## config.mk

```make
export PLATFORM = sky130hd
export DESIGN_NAME = slice_scan_scheduler
export DESIGN_NICKNAME = d
export VERILOG_FILES = /design/src/rtl/slice_scan_scheduler.sv
export SDC_FILE = /design/constraint.sdc
export NUM_CORES = 1
export LEC_CHECK = 0
export CAP_MARGIN = 40
export CORE_AREA = 4 4 456 458
export DETAILED_ROUTE_END_ITERATION = 7
export DIE_AREA = 0 0 460 462
export PLACE_DENSITY = 0.3
export SYNTH_ARGS = -nofsm -noshare
export SYNTH_HDL_FRONTEND = slang
export SYNTH_SLANG_ARGS = --single-unit
```

## constraint.sdc

```tcl
create_clock -name clk_in -period 5.44 [get_ports clk_in]
set_clock_uncertainty 0.15 [all_clocks]
set_input_delay 0.816 -clock clk_in [delete_from_list [all_inputs] [get_ports clk_in]]
set_output_delay 0.816 -clock clk_in [all_outputs]
set_load 0.05 [all_outputs]
```

## src/rtl/slice_scan_scheduler.sv

```systemverilog
// slice_scan_scheduler
// Sequences one rotational slice of a HUB75-style panel. For every scan index
// it selects the cube_frame column, then for each colour bit-plane it shifts
// NUM_ROWS pixel pairs, latches them and shows them for DISPLAY_BASE<<plane
// cycles (binary-coded modulation).
//
// Ports:
//   clk_in, rst_n_in    clock, asynchronous active-low reset
//   dtheta_in/_valid_in new slice angle and its one-cycle strobe
//   dtheta_out          latched angle for the cube_frame lookup
//   col_idx_out         scan index for cube_frame column_index1/2
//   columns_in          cube_frame columns: low half feeds rgb0, high half rgb1
//   pix_clk_out, latch_out, oe_n_out, addr_out, rgb0_out, rgb1_out  panel pins
//   busy_out            a slice is in progress
//   slice_done_out      one-cycle pulse after the last display of a slice
//   overrun_out         sticky: an angle arrived while busy
//
// Optional build macro ABORT_ON_NEW_SLICE_EN: a strobe while busy abandons the
// current slice and restarts with the new angle. Without it the new angle is
// parked as pending and starts right after the current slice completes.
module slice_scan_scheduler #(
  parameter int SCAN_RATE      = 32,
  parameter int NUM_ROWS       = 64,
  parameter int RGB_RES        = 9,
  parameter int ROTATIONAL_RES = 256,
  parameter int DISPLAY_BASE   = 16,
  localparam int SW = $clog2(SCAN_RATE),
  localparam int TW = $clog2(ROTATIONAL_RES)
) (
  input  logic                            clk_in,
  input  logic                            rst_n_in,
  input  logic [TW-1:0]                   dtheta_in,
  input  logic                            dtheta_valid_in,
  output logic [TW-1:0]                   dtheta_out,
  output logic [SW-1:0]                   col_idx_out,
  input  logic [2*NUM_ROWS*RGB_RES-1:0]   columns_in,
  output logic                            pix_clk_out,
  output logic                            latch_out,
  output logic                            oe_n_out,
  output logic [SW-1:0]                   addr_out,
  output logic [2:0]                      rgb0_out,
  output logic [2:0]                      rgb1_out,
  output logic                            busy_out,
  output logic                            slice_done_out,
  output logic                            overrun_out
);

  localparam int C  = RGB_RES / 3;
  localparam int BW = (C > 1) ? $clog2(C) : 1;
  localparam int PW = (NUM_ROWS > 1) ? $clog2(NUM_ROWS) : 1;
  localparam int DW = $clog2((DISPLAY_BASE << (C - 1)) + 1);

  typedef enum logic [2:0] {
    IDLE    = 3'd0,
    PREP    = 3'd1,
    SHIFT   = 3'd2,
    LATCH   = 3'd3,
    DISPLAY = 3'd4
  } state_t;

  state_t          state_r;
  logic [SW-1:0]   s_r;
  logic [BW-1:0]   b_r;
  logic [PW-1:0]   p_r;
  logic            phase_r;
  logic [DW-1:0]   disp_cnt_r;
  logic            pend_r;
  logic [TW-1:0]   pend_theta_r;

  logic [RGB_RES-1:0] pix0_s [NUM_ROWS];
  logic [RGB_RES-1:0] pix1_s [NUM_ROWS];
  logic [PW-1:0]      p_next_s;
  logic [DW-1:0]      disp_last_s;
  logic               last_pix_s;
  logic               last_plane_s;
  logic               last_scan_s;
  logic               slice_end_s;
  logic               abort_s;
  logic               park_s;

  // {R[pl], G[pl], B[pl]} of one pixel word
  function automatic logic [2:0] plane_rgb(input logic [RGB_RES-1:0] px,
                                           input logic [BW-1:0] pl);
    logic [RGB_RES-1:0] sh;
    sh = px >> pl;
    return {sh[2*C], sh[C], sh[0]};
  endfunction

  for (genvar g = 0; g < NUM_ROWS; g++) begin : g_pix
    assign pix0_s[g] = columns_in[g*RGB_RES +: RGB_RES];
    assign pix1_s[g] = columns_in[(NUM_ROWS + g)*RGB_RES +: RGB_RES];
  end

  assign p_next_s     = p_r + PW'(1);
  assign disp_last_s  = DW'((DISPLAY_BASE << b_r) - 1);
  assign last_pix_s   = (p_r == PW'(NUM_ROWS - 1));
  assign last_plane_s = (b_r == BW'(C - 1));
  assign last_scan_s  = (s_r == SW'(SCAN_RATE - 1));
  // Last display cycle of the whole slice: a strobe here simply becomes the next slice.
  assign slice_end_s  = (state_r == DISPLAY) && (disp_cnt_r == disp_last_s) &&
                        last_plane_s && last_scan_s;

`ifdef ABORT_ON_NEW_SLICE_EN
  assign abort_s = dtheta_valid_in && (state_r != IDLE);
  assign park_s  = 1'b0;
`else
  assign abort_s = 1'b0;
  assign park_s  = dtheta_valid_in && (state_r != IDLE) && !slice_end_s;
`endif

  // Slice sequencer: all panel and lookup outputs are registered here.
  always_ff @(posedge clk_in or negedge rst_n_in) begin
    if (!rst_n_in) begin
      state_r        <= IDLE;
      s_r            <= '0;
      b_r            <= '0;
      p_r            <= '0;
      phase_r        <= 1'b0;
      disp_cnt_r     <= '0;
      pend_r         <= 1'b0;
      pend_theta_r   <= '0;
      dtheta_out     <= '0;
      col_idx_out    <= '0;
      pix_clk_out    <= 1'b0;
      latch_out      <= 1'b0;
      oe_n_out       <= 1'b1;
      addr_out       <= '0;
      rgb0_out       <= 3'b000;
      rgb1_out       <= 3'b000;
      busy_out       <= 1'b0;
      slice_done_out <= 1'b0;
      overrun_out    <= 1'b0;
    end else begin
      slice_done_out <= 1'b0;
      latch_out      <= 1'b0;
      if (park_s) begin
        pend_r       <= 1'b1;
        pend_theta_r <= dtheta_in;
        overrun_out  <= 1'b1;
      end
      if (abort_s) begin
        overrun_out <= 1'b1;
        dtheta_out  <= dtheta_in;
        s_r         <= '0;
        b_r         <= '0;
        col_idx_out <= '0;
        oe_n_out    <= 1'b1;
        pix_clk_out <= 1'b0;
        state_r     <= PREP;
      end else begin
        case (state_r)
          IDLE: begin
            if (dtheta_valid_in) begin
              dtheta_out  <= dtheta_in;
              s_r         <= '0;
              b_r         <= '0;
              col_idx_out <= '0;
              busy_out    <= 1'b1;
              state_r     <= PREP;
            end else begin
              state_r <= IDLE;
            end
          end
          PREP: begin
            // columns_in has had a full cycle to follow col_idx_out
            p_r         <= '0;
            phase_r     <= 1'b0;
            pix_clk_out <= 1'b0;
            rgb0_out    <= plane_rgb(pix0_s[0], b_r);
            rgb1_out    <= plane_rgb(pix1_s[0], b_r);
            state_r     <= SHIFT;
          end
          SHIFT: begin
            if (!phase_r) begin
              phase_r     <= 1'b1;
              pix_clk_out <= 1'b1;
            end else if (last_pix_s) begin
              phase_r     <= 1'b0;
              pix_clk_out <= 1'b0;
              latch_out   <= 1'b1;
              addr_out    <= s_r;
              state_r     <= LATCH;
            end else begin
              phase_r     <= 1'b0;
              p_r         <= p_next_s;
              pix_clk_out <= 1'b0;
              rgb0_out    <= plane_rgb(pix0_s[p_next_s], b_r);
              rgb1_out    <= plane_rgb(pix1_s[p_next_s], b_r);
            end
          end
          LATCH: begin
            oe_n_out   <= 1'b0;
            disp_cnt_r <= '0;
            state_r    <= DISPLAY;
          end
          DISPLAY: begin
            if (disp_cnt_r != disp_last_s) begin
              disp_cnt_r <= disp_cnt_r + DW'(1);
            end else begin
              oe_n_out <= 1'b1;
              if (!last_plane_s) begin
                b_r     <= b_r + BW'(1);
                state_r <= PREP;
              end else if (!last_scan_s) begin
                s_r         <= s_r + SW'(1);
                col_idx_out <= s_r + SW'(1);
                b_r         <= '0;
                state_r     <= PREP;
              end else begin
                slice_done_out <= 1'b1;
                s_r            <= '0;
                b_r            <= '0;
                col_idx_out    <= '0;
                pend_r         <= 1'b0;
                // a same-cycle strobe is newer than any parked angle
                if (dtheta_valid_in) begin
                  dtheta_out <= dtheta_in;
                  state_r    <= PREP;
                end else if (pend_r) begin
                  dtheta_out <= pend_theta_r;
                  state_r    <= PREP;
                end else begin
                  busy_out <= 1'b0;
                  state_r  <= IDLE;
                end
              end
            end
          end
          default: begin
            state_r     <= IDLE;
            oe_n_out    <= 1'b1;
            pix_clk_out <= 1'b0;
            busy_out    <= 1'b0;
          end
        endcase
      end
    end
  end

endmodule

```

Word level (Yosys, flattened, before mapping)
Index checks and enable logic that the tools add are counted.
- flip-flop bits (word level): 58
- input bits: 1163
- output and inout bits: 30
- add/sub/neg operators: 5
- order comparisons: 1
- eq/ne operators: 20
- shifts and indexed selects: 5
- mux-type cells: 66
- bitwise operators: 3
- reduce and logical (&&, ||, !) cells: 23
- operators with widths (operator ; number):
    9-bit binary-select mux with 6-bit select ; 2
    8-bit 2-to-1 mux ; 6
    9-bit 2-to-1 mux ; 4
    9-bit by 2-bit >> shifter with 7-bit output ; 4
    1-bit 2-to-1 mux ; 25
    3-bit 2-to-1 mux ; 7
    5-bit 2-to-1 mux ; 4
    2-bit != test (second input constant) ; 9
    8-bit case mux with 2 select lines ; 1
    3-bit case mux with 5 select lines ; 1
    7-bit case mux with 2 select lines ; 1
    6-bit 2-to-1 mux ; 2
    3-bit case mux with 2 select lines ; 2
    6-bit case mux with 2 select lines ; 1
    3-bit AND reduction ; 4
    5-bit case mux with 2 select lines ; 1
    3-bit OR reduction ; 3
    7-bit by 1-bit adder with 7-bit output (second input constant) ; 1
    7-bit equality test ; 1
    7-bit greater-or-equal comparator (second input constant) ; 1
    7-bit 2-to-1 mux ; 1
    7-bit != test ; 1
    6-bit inverter with 7-bit output ; 1
    7-bit AND reduction ; 1
    26 further kinds ; 39

Depth between registers and ports, before layout
Gate-level depths: netlist of run 1.
- depth in word-level cells: 13
- mapped depth: 12
- mapped depth without buffers: 8

Worst setup path before layout of run 1
No wires, ideal clock.
- path type: register to register
- start point: register p_r[1]
- end point: register rgb0_out[1]
- setup time: 136 ps
- arrival time: 2686 ps
- path slack: 2469 ps
- stages on the path, launching flop included: 10
- buffers on the path: 3
- period minus slack after synthesis: 2971 ps
- cell sequence: dfrtp_1 > ha_1 > buf_1 > clkbuf_1 > buf_2 > mux4_2 > a2111oi_0 > nor4_1 > nor4_1 > a31oi_1
- longest elaborated chain between the ends: 9
- elaborated cells on any way between the ends: 12
- RTL lines (element ; line ; RTL):
    from (decl) ; 64 ; logic [PW-1:0] p_r;
    from (signal assigned) ; 185 ; p_r <= p_next_s;
    6-bit by 1-bit adder with 6-bit output ; 94 ; assign p_next_s = p_r + PW'(1);
    6-bit inverter with 7-bit output (implied by the code) ; 187 ; rgb0_out <= plane_rgb(pix0_s[p_next_s], b_r);
    9-bit binary-select mux with 6-bit select ; 187 ;
    9-bit 2-to-1 mux (implied by the code) (2 in a row) ; 187 ;
    9-bit by 2-bit >> shifter with 7-bit output ; 85 ; sh = px >> pl;
    3-bit 2-to-1 mux ; 177 ; end else if (last_pix_s) begin
    3-bit 2-to-1 mux ; 174 ; if (!phase_r) begin
    3-bit case mux with 2 select lines ; 151 ; case (state_r)
    to (signal assigned) ; 169 ; rgb0_out <= plane_rgb(pix0_s[0], b_r);
    to (signal assigned) ; 187 ;
    to (decl) ; 41 ; output logic [2:0] rgb0_out,
Several ways; a longest one is shown, not always the timed one. The select of a mux whose other input is x is not followed.
A chain may end at the register's enable or synchronous reset.

Worst setup path in the final report of run 1
- start point: register p_r[0]
- end point: register rgb0_out[1]
Same word-level chain as after synthesis.

==> summary.json, run 1 <==
{
  "timing": {
    "fin_crit_sh": 0.794,
    "setup_violations": 0,
    "setup_total_negative_slack_ns": 0,
    "worstMarginPinSlew_ns": 1.06,
    "final_hold_violation_count": 0,
    "post-route-min-period_ns": 4.32,
    "maxClockFrequency_mhz": 232,
    "timing_max_transition_violations_final": 0,
    "slew_headroom": 0.294,
    "rsz0062_at_grt": "no"
  },
  "synthesis": {
    "postSynthAreaPerCell_sq_um": 12.3,
    "syn_area_sq_mm": 0.0124,
    "synth_flop_cell": "sky130_fd_sc_hd__dfrtp_1",
    "ys_ff_latch": 58,
    "synth_cell_type_count": 69,
    "synth-warning-count": 0,
    "postSynthCellCount": 1012,
    "synth-edff-count": 0,
    "synth.yosys.seq_area_share": 0.117,
    "synthesis.nets": 2179,
    "synth_async_reset_ratio": 1.00
  },
  "setup_path": {
    "critPathCaptureType": "flop",
    "critical_path_sink": "rgb0_out[1]",
    "r2r.worst_path.cells": 9,
    "r2r-end": "rgb0_out[1]",
    "critical_path.startpoint_type": "flop",
    "timing.rr.start": "p_r[0]",
    "arrival_ns": 4.46,
    "worstSetupPathType": "reg2reg",
    "worst-endpoint-required_ns": 5.59,
    "crit_startpoint": "p_r[0]",
    "reg_to_reg_setup_timing_slack_ns": 1.12,
    "path_max_fanout": 23
  },
  "finish": {
    "layout.nets": 3338,
    "most_frequent_cells_in_the_layout": "1,191 x sky130_fd_sc_hd__clkdlybuf4s50_1, 316 x sky130_fd_sc_hd__mux4_2, 140 x sky130_fd_sc_hd__nand2_1, 56 x sky130_fd_sc_hd__dfrtp_1, 55 x sky130_fd_sc_hd__buf_4",
    "final_cell_count_no_fill": 4895,
    "fillerInstances": 23072,
    "postLayoutCellArea_sq_mm": 0.0283,
    "layout.cells.most_common": "sky130_fd_sc_hd__clkdlybuf4s50_1",
    "synthToLayoutAreaGrowth_pct": 128,
    "drive_gt1_frac": 0.210,
    "finish.utilization": 0.139
  },
  "grt": {
    "global_route_wire_length_before_repair_mm": 193,
    "vias_in_the_first_global_route": 17525,
    "grt_max_degree": 74,
    "initial_antenna_violation_count": 142,
    "grt_residual_overflow": 0,
    "globalRouteTotalUtil": 0.141
  },
  "floorplanning": {
    "chipHeight_um": 462,
    "die-width_um": 460,
    "core_sq_mm": 0.204,
    "num_rows": 166,
    "design.portCount": 1193,
    "overall_die_area_sq_mm": 0.213,
    "initial_core_util": 0.0610
  },
  "clocking": {
    "htree_num_levels": 3,
    "cts-root-to-sink-buffers": 2,
    "holdBufCountCts": 0,
    "cts.repair.resized": 0,
    "cts_tree": "built",
    "clk-insertion-delay-late_ns": 0.37,
    "root_buffer": "sky130_fd_sc_hd__clkbuf_16",
    "clkSlewWorstSetupHoldPaths_ns": 0.07,
    "cts_inserted_buffers": 9,
    "cts_setup_buffers": 0,
    "cts_sinks": 58
  },
  "run_status": {
    "outcome": "completed"
  },
  "pwr": {
    "clkPwrFrac": 0.278,
    "power.switching_mw": 0.675,
    "vdd_ir_drop_max_uv": 151,
    "pwr-share-comb": 0.538,
    "power.density_mw_per_mm2": 86.1,
    "total_power_mw": 2.44,
    "power_frac_seq": 0.184,
    "switching_share": 0.277,
    "intPower_mw": 1.76,
    "p_leak_nw": 8.72
  },
  "routing": {
    "ant_nets": 0,
    "detail_route.iter0.violations": 799,
    "remaining_drc_errors": 0,
    "dr_total_vias": 15846,
    "detail_route.vias_per_cell": 3.24,
    "route.final.wire_length_mm": 157,
    "routed_wire_length_per_instance_um": 32.2,
    "dr.pass1.iters": 4
  },
  "placed_design": {
    "dp_cells": 4847,
    "detailed_place.area_sq_mm": 0.0279,
    "place.gp.congestion": 0.798,
    "numPortBuffers": 1192,
    "post-dp-hpwl_mm": 140
  },
  "worst_hold_path": {
    "worstHoldPathType": "in2async"
  },
  "job": {
    "max_cap_viol_count": 0
  }
}
## kinds of logic (layout without fill, tap and decap cells)
family,count (synthesis),after routing,synth area share
buffers and inverters,126,1290,0.0509
AND/OR/NAND/NOR,294,294,0.109
XOR/XNOR,12,12,0.00906
other,0,31,0
multiplexers,383,383,0.631
AO/OA/AOI/OAI,135,135,0.0788
flip-flops,58,58,0.117
adder cells (fa/ha/maj),4,4,0.00403
## area by class of cell
class                           count  area (sq um)  share of cell area
Clock buffer                        9           225             0.00794
Multi-Input combinational cell    828         10500               0.369
Inverter                           10          38.8             0.00137
Timing Repair Buffer             1264         12600               0.446
Clock inverter                      7          93.8             0.00331
Tap cell                         2688          3360               0.119
Sequential cell                    58          1460              0.0514
Antenna cell                       31          77.6             0.00274
## worst min path at each step
stage | startpoint | end | slack [ns] | cells after the start
floorplan | phase_r | phase_r | 0.31 | 1
global placement | addr_out[4] | addr_out[4] | 0.31 | 2
detailed placement | overrun_out | overrun_out | 0.31 | 1
CTS | rst_n_in | addr_out[3] | 0.11 | 1
global route | rst_n_in | addr_out[3] | 0.12 | 1
finish | rst_n_in | addr_out[2] | 0.13 | 1
## stage by stage
stage,worst slack [ns],hold WS (ns)
finish,1.12,0.126
global route,1.09,0.116
CTS,1.16,0.105
detailed placement,1.18,0.313
global placement,0.833,0.311
floorplan,2.47,0.313
## cells in the mapped netlist (3+ instances only)
cell type,n,share of area
sky130_fd_sc_hd__nor2b_1,5,0.0025
sky130_fd_sc_hd__a22o_1,4,0.0028
sky130_fd_sc_hd__a32o_1,6,0.0048
sky130_fd_sc_hd__mux2_4,8,0.0097
sky130_fd_sc_hd__or3_1,3,0.0015
sky130_fd_sc_hd__o211ai_1,7,0.0042
sky130_fd_sc_hd__a32oi_1,3,0.0021
sky130_fd_sc_hd__and2_1,5,0.0025
sky130_fd_sc_hd__a211oi_1,7,0.0042
sky130_fd_sc_hd__xnor2_1,9,0.0063
sky130_fd_sc_hd__inv_1,8,0.0024
sky130_fd_sc_hd__clkbuf_1,33,0.010
sky130_fd_sc_hd__nand2_1,141,0.043
sky130_fd_sc_hd__a31oi_1,16,0.0081
sky130_fd_sc_hd__nand3_1,50,0.020
sky130_fd_sc_hd__buf_4,21,0.013
sky130_fd_sc_hd__a311oi_1,4,0.0028
sky130_fd_sc_hd__buf_1,8,0.0024
sky130_fd_sc_hd__mux2i_1,41,0.033
sky130_fd_sc_hd__nor3_1,7,0.0028
sky130_fd_sc_hd__buf_2,52,0.021
sky130_fd_sc_hd__o21ai_0,18,0.0072
sky130_fd_sc_hd__mux2_2,18,0.016
sky130_fd_sc_hd__o21ai_1,4,0.0016
sky130_fd_sc_hd__nor4_1,8,0.0040
sky130_fd_sc_hd__and3_1,12,0.0060
sky130_fd_sc_hd__a221oi_1,5,0.0035
sky130_fd_sc_hd__a31o_1,3,0.0021
sky130_fd_sc_hd__nand4_1,15,0.0075
sky130_fd_sc_hd__nor2_1,30,0.0091
sky130_fd_sc_hd__mux4_2,316,0.57
sky130_fd_sc_hd__nand2b_1,8,0.0040
sky130_fd_sc_hd__o22ai_1,8,0.0040
sky130_fd_sc_hd__dfrtp_1,57,0.11
sky130_fd_sc_hd__a22oi_1,3,0.0018
sky130_fd_sc_hd__a2111oi_0,5,0.0035
sky130_fd_sc_hd__a21oi_1,19,0.0076
sky130_fd_sc_hd__ha_1,4,0.0040
## worst max-delay path, cell delays in order (launching register included)
cell                       delay [ns]
sky130_fd_sc_hd__dfrtp_4         0.55
sky130_fd_sc_hd__ha_4            0.23
sky130_fd_sc_hd__xor2_4          0.47
sky130_fd_sc_hd__buf_4           0.51
sky130_fd_sc_hd__mux4_2          0.30
sky130_fd_sc_hd__mux2i_1         0.19
sky130_fd_sc_hd__a221oi_1        0.96
sky130_fd_sc_hd__a22oi_1         0.41
sky130_fd_sc_hd__nand2b_1        0.26
sky130_fd_sc_hd__a31oi_1         0.19
## registers in the layout, indices dropped and copies added (netlist names), 2 cells and up
signal and flops:
addr_out 5, s_r 5, p_r 6, rgb0_out 3
pend_theta_r 8, b_r 2, disp_cnt_r 7, dtheta_out 8
rgb1_out 3, state_r 3
## per-layer routing
metal / vias up / track usage / routed length, um
li1: 6703 / - / -
met1: 7955 / 0.163 / 61100
met2: 934 / 0.250 / 79200
met3: 182 / 0.0496 / 13700
met4: 72 / 0.0335 / 3000
met5: - / 0 / 448
## power by group through the flow
| stage | logic (mW) | clock network (mW) | registers [mW] |
|---|---|---|---|
| 2_1_floorplan | 0.223 | 0 | 0.470 |
| 3_3_place_gp | 1.33 | 0 | 0.456 |
| 3_5_place_dp | 1.33 | 0 | 0.456 |
| 4_1_cts | 1.34 | 0.712 | 0.448 |
| 5_1_grt | 1.38 | 0.721 | 0.449 |
| 6_report | 1.31 | 0.678 | 0.448 |
Note: power is estimated with default switching activity, not from simulation.
==> run 2: changes to the inputs <==
--- a/config.mk
+++ b/config.mk
@@ -6,9 +6,9 @@
 export NUM_CORES = 1
 export LEC_CHECK = 0
 export CAP_MARGIN = 40
-export CORE_AREA = 4 4 456 458
+export CORE_AREA = 4 4 464 466
 export DETAILED_ROUTE_END_ITERATION = 7
-export DIE_AREA = 0 0 460 462
+export DIE_AREA = 0 0 468 470
 export PLACE_DENSITY = 0.3
 export SYNTH_ARGS = -nofsm -noshare
 export SYNTH_HDL_FRONTEND = slang
==> constraint.sdc (replaced) <==
create_clock -name clk_in -period 4.3 [get_ports clk_in]
set_clock_uncertainty 0.15 [all_clocks]
set_input_delay 0.645 -clock clk_in [delete_from_list [all_inputs] [get_ports clk_in]]
set_output_delay 0.645 -clock clk_in [all_outputs]
set_load 0.05 [all_outputs]
==> run 2 against run 1 <==
  * Total power up 22%
  * Maximum frequency up 13%
  * Cell count up 3.5%
  * Non-clock buffer count up 44
  * Critical path depth unchanged
  * Count of clock-buffer cells in the layout up 1
  * Largest cell class unchanged
  * Largest power group unchanged
  * Highest routed layer unchanged
==> summary.json, run 2 (synthesis results as in run 1) <==
{
  "timing": {
    "finalWorstSetupSlack": {"value": 0.492, "unit": "ns", "change": "-0.630 ns"},
    "worstMarginPinSlew": {"value": 0.877, "unit": "ns", "change": "-0.182 ns"},
    "slew_headroom": {"value": 0.414, "change": "+0.119"},
    "setup_violations": {"value": 0, "change": "unchanged"},
    "rsz0062_at_grt": "no",
    "fin_crit_sh": {"value": 0.886, "change": "+0.0918"},
    "timing_max_transition_violations_final": {"value": 0, "change": "unchanged"},
    "post-route-min-period": {"value": 3.81, "unit": "ns", "change": "-0.510 ns"},
    "maxClockFrequency": {"value": 263, "unit": "MHz", "change": "+13%"},
    "final_hold_violation_count": {"value": 0, "change": "unchanged"},
    "setup_total_negative_slack": {"value": 0, "unit": "ns", "change": "unchanged"}
  },
  "setup_path": {
    "path_max_fanout": {"value": 30, "change": "+30%"},
    "r2r-end": "rgb1_out[1]",
    "timing.rr.start": "p_r[0]",
    "r2r.worst_path.cells": {"value": 9, "change": "unchanged"},
    "reg_to_reg_setup_timing_slack": {"value": 0.49, "unit": "ns", "change": "-0.63 ns"},
    "worst-endpoint-required": {"value": 4.40, "unit": "ns", "change": "-1.19 ns"},
    "arrival": {"value": 3.91, "unit": "ns", "change": "-0.55 ns"},
    "worstSetupPathType": "reg2reg",
    "critPathCaptureType": "flop",
    "critical_path.startpoint_type": "flop",
    "crit_startpoint": "p_r[0]"
  },
  "finish": {
    "postLayoutCellArea": {"value": 0.0289, "unit": "sq mm", "change": "+1.8%"},
    "layout.nets": {"value": 3382, "change": "+1.3%"},
    "largest_registers": "dtheta_out x8, pend_theta_r x8, disp_cnt_r x7",
    "layout.cells.most_common": "sky130_fd_sc_hd__clkdlybuf4s50_1",
    "most_frequent_cells_in_the_layout": "1,191 x sky130_fd_sc_hd__clkdlybuf4s50_1, 316 x sky130_fd_sc_hd__mux4_2, 140 x sky130_fd_sc_hd__nand2_1, 93 x sky130_fd_sc_hd__buf_4, 56 x sky130_fd_sc_hd__dfrtp_1",
    "drive_gt1_frac": {"value": 0.224, "change": "+0.0143"},
    "synthToLayoutAreaGrowth_pct": 132
  },
  "routing": {
    "dr_total_vias": {"value": 16050, "change": "+1.3%"},
    "remaining_drc_errors": {"value": 0, "change": "unchanged"},
    "detail_route.iter0.violations": {"value": 749, "change": "-6.3%"},
    "detail_route.vias_per_cell": {"value": 3.17, "change": "-2.1%"},
    "dr.pass1.iters": {"value": 5, "change": "+1"},
    "routed_wire_length_per_instance": {"value": 32.5, "unit": "um", "change": "+0.97%"},
    "route.final.wire_length": {"value": 165, "unit": "mm", "change": "+4.5%"},
    "ant_nets": {"value": 0, "change": "unchanged"}
  },
  "floorplanning": {
    "overall_die_area": {"value": 0.220, "unit": "sq mm", "change": "+3.5%"},
    "chipHeight": {"value": 470, "unit": "um", "change": "+1.7%"},
    "die-width": {"value": 468, "unit": "um", "change": "+1.7%"},
    "initial_core_util": {"value": 0.0589, "change": "-0.00210"},
    "num_rows": {"value": 169, "change": "+1.8%"},
    "core": {"value": 0.211, "unit": "sq mm", "change": "+3.6%"},
    "design.portCount": {"value": 1193, "change": "unchanged"}
  },
  "worst_hold_path": {
    "hold-path-cell-count": 1,
    "worstHoldPathType": "reg2reg",
    "min_from": "overrun_out",
    "worstHoldEndpoint": "overrun_out"
  },
  "job": {
    "max_cap_viol_count": {"value": 0, "change": "unchanged"}
  },
  "placed_design": {
    "detailed_place.area": {"value": 0.0285, "unit": "sq mm", "change": "+2.1%"},
    "place.gp.congestion": {"value": 0.847, "change": "+6.2%"},
    "place_ws": {"value": 0.408, "unit": "ns", "change": "-0.768 ns"},
    "numPortBuffers": {"value": 1192, "change": "unchanged"},
    "post-dp-hpwl": {"value": 149, "unit": "mm", "change": "+6.6%"}
  },
  "clocking": {
    "htree_num_levels": {"value": 3, "change": "unchanged"},
    "cts_sinks": {"value": 58, "change": "unchanged"},
    "clk-insertion-delay-late": {"value": 0.38, "unit": "ns", "change": "about the same"},
    "cts_tree": "built",
    "cts_setup_buffers": {"value": 0, "change": "unchanged"},
    "cts-root-to-sink-buffers": {"value": 2, "change": "unchanged"},
    "clkSlewWorstSetupHoldPaths": {"value": 0.06, "unit": "ns", "change": "about the same"},
    "root_buffer": "sky130_fd_sc_hd__clkbuf_16",
    "cts_inserted_buffers": {"value": 9, "change": "unchanged"}
  },
  "pwr": {
    "vdd_ir_drop_max": {"value": 202, "unit": "uV", "change": "+34%"},
    "power.density": {"value": 103, "unit": "mW/mm^2", "change": "+20%"},
    "p_leak": {"value": 8.95, "unit": "nW", "change": "+2.5%"}
  },
  "grt": {
    "vias_in_the_first_global_route": {"value": 17945, "change": "+2.4%"},
    "initial_antenna_violation_count": {"value": 120, "change": "-15%"},
    "global_route_wire_length_before_repair": {"value": 203, "unit": "mm", "change": "+5.2%"},
    "grt_max_degree": {"value": 58, "change": "-22%"},
    "grt_residual_overflow": {"value": 0, "change": "unchanged"},
    "globalRouteTotalUtil": {"value": 0.144, "change": "+0.00221"}
  },
  "run_status": {
    "outcome": "completed"
  }
}
==> run 2: changes by cell type in the layout (fill, tap and decap cells not counted), moves of 2 or more <==
cell                        previous run  this run
sky130_fd_sc_hd__clkinv_2              3         5
sky130_fd_sc_hd__buf_6                 2         0
sky130_fd_sc_hd__bufinv_16             2         0
sky130_fd_sc_hd__buf_4                55        93
sky130_fd_sc_hd__buf_12               11        20
sky130_fd_sc_hd__diode_2              31        24
==> run 2: cell type report <==
class,instances,area (sq um)
fillers,23885,182000
repair buffers,1308,13100
multi-input cells,828,10500
well taps,2821,3530
flip-flops and latches,58,1460
clock buffers,10,229
diodes,24,60.1
inverters,10,38.8
clock inverters,6,35.0
==> run 2: how the worst max path moves through the flow <==
stage	endpoint	slack (ns)	depth (start not counted)
global placement	rgb1_out[1]	0.37	9
detailed placement	rgb1_out[1]	0.41	9
floorplan	rgb0_out[1]	1.33	9
finish	rgb1_out[1]	0.49	9
global route	rgb1_out[1]	0.24	9
CTS	rgb1_out[1]	0.38	9
==> run 2: critical path, cell delays in order (launching register included) <==
cell	delay [ns]
sky130_fd_sc_hd__dfrtp_4	0.47
sky130_fd_sc_hd__buf_4	0.30
sky130_fd_sc_hd__buf_12	0.30
sky130_fd_sc_hd__mux4_2	0.57
sky130_fd_sc_hd__mux4_2	0.58
sky130_fd_sc_hd__o2111ai_1	0.25
sky130_fd_sc_hd__o311ai_1	0.19
sky130_fd_sc_hd__buf_4	0.20
sky130_fd_sc_hd__a2111oi_0	0.48
sky130_fd_sc_hd__a31oi_1	0.15
==> run 2: through the flow <==
| step | power, mW | cells | hold WS, ns | utilization |
|---|---|---|---|---|
| after detailed placement | 2.30 | 5023 | 0.313 | 0.135 |
| final | 2.97 | 5065 | 0.326 | 0.137 |
| after CTS | 3.07 | 5040 | 0.331 | 0.136 |
| after global routing | 3.13 | 5047 | 0.358 | 0.136 |
| after floorplan | 0.877 | 1012 | 0.199 | - |
| after global placement | 2.29 | 5020 | 0.305 | 0.135 |
==> run 2: repair_timing <==
| item | CTS | global route |
|---|---|---|
| hold buffers | 1 | 0 |
| endpoints found under the hold margin | 4 | 0 |
| resized for setup | 0 | 0 |
==> run 2: per-layer routing <==
layer  GRT usage  vias up  wire length (um)
met4      0.0106       50              1380
met5           0        -               318
met2       0.262      920             83700
li1            -     6785                 -
met1       0.169     8138             65100
met3      0.0470      157             14000
==> run 2: power by group <==
| part | internal [mW] | switching [mW] | total [mW] | leakage [nW] |
|---|---|---|---|---|
| registers | 0.559 | 0.00757 | 0.567 | 0.739 |
| clock network | 0.386 | 0.335 | 0.721 | 0.128 |
| logic | 1.17 | 0.511 | 1.69 | 8.08 |
==> run 3: changes to the inputs <==
--- a/config.mk
+++ b/config.mk
@@ -6,9 +6,11 @@
 export NUM_CORES = 1
 export LEC_CHECK = 0
 export CAP_MARGIN = 40
-export CORE_AREA = 4 4 464 466
+export CORE_AREA = 4 4 456 458
+export CTS_BUF_LIST = sky130_fd_sc_hd__clkbuf_8
 export DETAILED_ROUTE_END_ITERATION = 7
-export DIE_AREA = 0 0 468 470
+export DIE_AREA = 0 0 460 462
+export GPL_ROUTABILITY_DRIVEN = 1
 export PLACE_DENSITY = 0.3
 export SYNTH_ARGS = -nofsm -noshare
 export SYNTH_HDL_FRONTEND = slang
==> run 3 against run 2 <==
  * Cell count decreased by 2.7%
  * Die area is 3.4% lower
  * Clock power shrank 16%
  * Largest cell class unchanged
==> summary.json, run 3 (synthesis results as in run 1) <==
{
  "run_status": {
    "outcome": "completed"
  },
  "finish": {
    "synthToLayoutAreaGrowth_pct": 130,
    "most_frequent_cells_in_the_layout": "1,191 x sky130_fd_sc_hd__clkdlybuf4s50_1, 316 x sky130_fd_sc_hd__mux4_2, 140 x sky130_fd_sc_hd__nand2_1, 87 x sky130_fd_sc_hd__buf_4, 56 x sky130_fd_sc_hd__dfrtp_1",
    "layout.cells.most_common": "sky130_fd_sc_hd__clkdlybuf4s50_1",
    "layout.nets": {"value": 3378, "change": "-0.12%"},
    "finish.utilization": {"value": 0.140, "change": "+0.00364"},
    "largest_registers": "dtheta_out x8, pend_theta_r x8, disp_cnt_r x7",
    "multi_input_comb_area": {"value": 0.0105, "unit": "sq mm", "change": "about the same"},
    "drive_gt1_frac": {"value": 0.224, "change": "-0.000498"},
    "final-seq-area": {"value": 0.00146, "unit": "sq mm", "change": "unchanged"},
    "fillerInstances": {"value": 23000, "change": "-3.7%"},
    "final_cell_count_no_fill": {"value": 4929, "change": "-2.7%"}
  },
  "clocking": {
    "htree_num_levels": {"value": 3, "change": "unchanged"},
    "cts-root-to-sink-buffers": {"value": 2, "change": "unchanged"},
    "cts_inserted_buffers": {"value": 9, "change": "unchanged"},
    "clkSlewWorstSetupHoldPaths": {"value": 0.09, "unit": "ns", "change": "+0.03 ns"},
    "cts_tree": "built",
    "cts_setup_buffers": {"value": 0, "change": "unchanged"},
    "clk-insertion-delay-late": {"value": 0.42, "unit": "ns", "change": "+0.04 ns"},
    "root_buffer": "sky130_fd_sc_hd__clkbuf_8",
    "cts_sinks": {"value": 58, "change": "unchanged"}
  },
  "placed_design": {
    "post-dp-hpwl": {"value": 143, "unit": "mm", "change": "-4.5%"},
    "numPortBuffers": {"value": 1192, "change": "unchanged"},
    "place_ws": {"value": -0.0820, "unit": "ns", "change": "-0.490 ns"},
    "dp_cells": {"value": 4886, "change": "-2.7%"},
    "place.gp.congestion": {"value": 0.828, "change": "-2.3%"}
  },
  "floorplanning": {
    "chipHeight": {"value": 462, "unit": "um", "change": "-1.7%"},
    "die-width": {"value": 460, "unit": "um", "change": "-1.7%"},
    "initial_core_util": {"value": 0.0610, "change": "+0.00210"},
    "core": {"value": 0.204, "unit": "sq mm", "change": "-3.4%"},
    "design.portCount": {"value": 1193, "change": "unchanged"},
    "overall_die_area": {"value": 0.213, "unit": "sq mm", "change": "-3.4%"},
    "num_rows": {"value": 166, "change": "-1.8%"}
  },
  "routing": {
    "route.final.wire_length": {"value": 158, "unit": "mm", "change": "-4.1%"},
    "dr_total_vias": {"value": 15954, "change": "-0.60%"},
    "dr.pass1.iters": {"value": 4, "change": "-1"},
    "routed_wire_length_per_instance": {"value": 32.0, "unit": "um", "change": "-1.4%"},
    "remaining_drc_errors": {"value": 0, "change": "unchanged"},
    "detail_route.iter0.violations": {"value": 680, "change": "-9.2%"},
    "detail_route.vias_per_cell": {"value": 3.24, "change": "+2.1%"},
    "ant_nets": {"value": 0, "change": "unchanged"}
  },
  "setup_path": {
    "r2r-end": "rgb1_out[2]",
    "critical_path.startpoint_type": "flop",
    "reg_to_reg_setup_timing_slack": {"value": 0.30, "unit": "ns", "change": "-0.19 ns"},
    "cpMostUsedCell": "sky130_fd_sc_hd__buf_12",
    "arrival": {"value": 4.15, "unit": "ns", "change": "+0.24 ns"},
    "critical_path.top_delay_family": "simple AND/OR/NAND/NOR gates",
    "worstSetupPathType": "reg2reg",
    "crit_slowest_cell": "sky130_fd_sc_hd__ha_4",
    "crit_buf_inv": {"value": 3, "change": "unchanged"},
    "path_max_fanout": {"value": 18, "change": "-40%"},
    "critical_path.cell_chain": "ha_4 > buf_12 > buf_12 > buf_12 > mux4_2 > a31oi_2 > nand4_1 > nand3_1 > and3_1 > o22ai_1",
    "worst-endpoint-required": {"value": 4.45, "unit": "ns", "change": "+0.05 ns"},
    "critPathCaptureType": "flop",
    "timing.rr.start": "p_r[0]",
    "max_stage_delay": {"value": 0.58, "unit": "ns", "change": "about the same"},
    "r2r.worst_path.cells": {"value": 10, "change": "+1"}
  },
  "timing": {
    "finalWorstSetupSlack": {"value": 0.304, "unit": "ns", "change": "-0.189 ns"},
    "post-route-min-period": {"value": 4.00, "unit": "ns", "change": "+0.189 ns"},
    "final_hold_violation_count": {"value": 0, "change": "unchanged"},
    "setup_total_negative_slack": {"value": 0, "unit": "ns", "change": "unchanged"},
    "maxClockFrequency": {"value": 250, "unit": "MHz", "change": "-4.7%"},
    "timing_max_transition_violations_final": {"value": 0, "change": "unchanged"},
    "fin_crit_sh": {"value": 0.929, "change": "+0.0438"},
    "worstMarginPinSlew": {"value": 0.890, "unit": "ns", "change": "+0.0131 ns"},
    "rsz0062_at_grt": "no",
    "worst_case_hold_slack": {"value": 0.320, "unit": "ns", "change": "-0.00651 ns"},
    "setup_violations": {"value": 0, "change": "unchanged"},
    "slew_headroom": {"value": 0.405, "change": "-0.00877"}
  },
  "pwr": {
    "power.density": {"value": 99.2, "unit": "mW/mm^2", "change": "-3.7%"},
    "vdd_ir_drop_max": {"value": 120, "unit": "uV", "change": "-40%"},
    "p_leak": {"value": 8.89, "unit": "nW", "change": "-0.61%"}
  },
  "worst_hold_path": {
    "min_from": "overrun_out",
    "worstHoldEndpoint": "overrun_out",
    "hold-path-cell-count": {"value": 1, "change": "unchanged"},
    "worstHoldPathType": "reg2reg"
  },
  "grt": {
    "grt_residual_overflow": {"value": 0, "change": "unchanged"},
    "initial_antenna_violation_count": {"value": 115, "change": "-4.2%"},
    "global_route_wire_length_before_repair": {"value": 193, "unit": "mm", "change": "-5.1%"},
    "vias_in_the_first_global_route": {"value": 17387, "change": "-3.1%"},
    "globalRouteTotalUtil": {"value": 0.141, "change": "-0.00222"},
    "grt_max_degree": {"value": 57, "change": "-1.7%"}
  },
  "job": {
    "max_cap_viol_count": {"value": 0, "change": "unchanged"}
  }
}
run 3: cell types whose count changed in the layout (fill, tap and decap cells not counted), moves of 2 or more:
cell / delta
sky130_fd_sc_hd__clkbuf_16: -9
sky130_fd_sc_hd__clkinv_2: -4
sky130_fd_sc_hd__buf_4: -6
sky130_fd_sc_hd__clkbuf_8: +9
sky130_fd_sc_hd__clkinvlp_4: +2
sky130_fd_sc_hd__inv_6: +2
run 3: worst max-delay path by stage:
stage	cells past startpoint	start	endpoint
3_5_place_dp	10	p_r[0]	rgb1_out[2]
3_3_place_gp	10	p_r[0]	rgb1_out[2]
4_1_cts	10	p_r[0]	rgb1_out[2]
5_1_grt	10	p_r[0]	rgb1_out[2]
2_1_floorplan	9	p_r[1]	rgb0_out[1]
6_report	10	p_r[0]	rgb1_out[2]
run 3: power by group:
part / switching (mW) / internal (mW)
logic: 0.497 / 1.17
clock network: 0.332 / 0.271
registers: 0.00689 / 0.558
run 3: final cells by class:
| cell class | count | share of cell area |
|---|---|---|
| repair buffers | 1304 | 0.455 |
| well taps | 2688 | 0.118 |
| diodes | 25 | 0.00219 |
| clock inverters | 7 | 0.00271 |
| inverters | 10 | 0.00136 |
| flip-flops and latches | 58 | 0.0509 |
| multi-input cells | 828 | 0.366 |
| clock buffers | 9 | 0.00433 |
run 3: per-stage QoR:
stage	area (sq um)	total power [mW]
2_1_floorplan	12400	0.877
3_3_place_gp	28300	2.28
3_5_place_dp	28300	2.28
4_1_cts	28500	2.93
5_1_grt	28600	2.99
6_report	28600	2.84
run 3: per-layer routing:
layer	GRT usage	up-vias	wire [um]
met2	0.254	945	79200
met1	0.170	8021	64200
li1	-	6778	-
met4	0.0138	48	1860
met3	0.0442	162	12200
met5	0	-	276
run 3: repair_timing:
action | CTS | global route
hold buffers | 1 | 0
hold endpoints to repair | 6 | 0
gates resized for setup | 1 | 0
setup endpoints to repair | 1 | 0
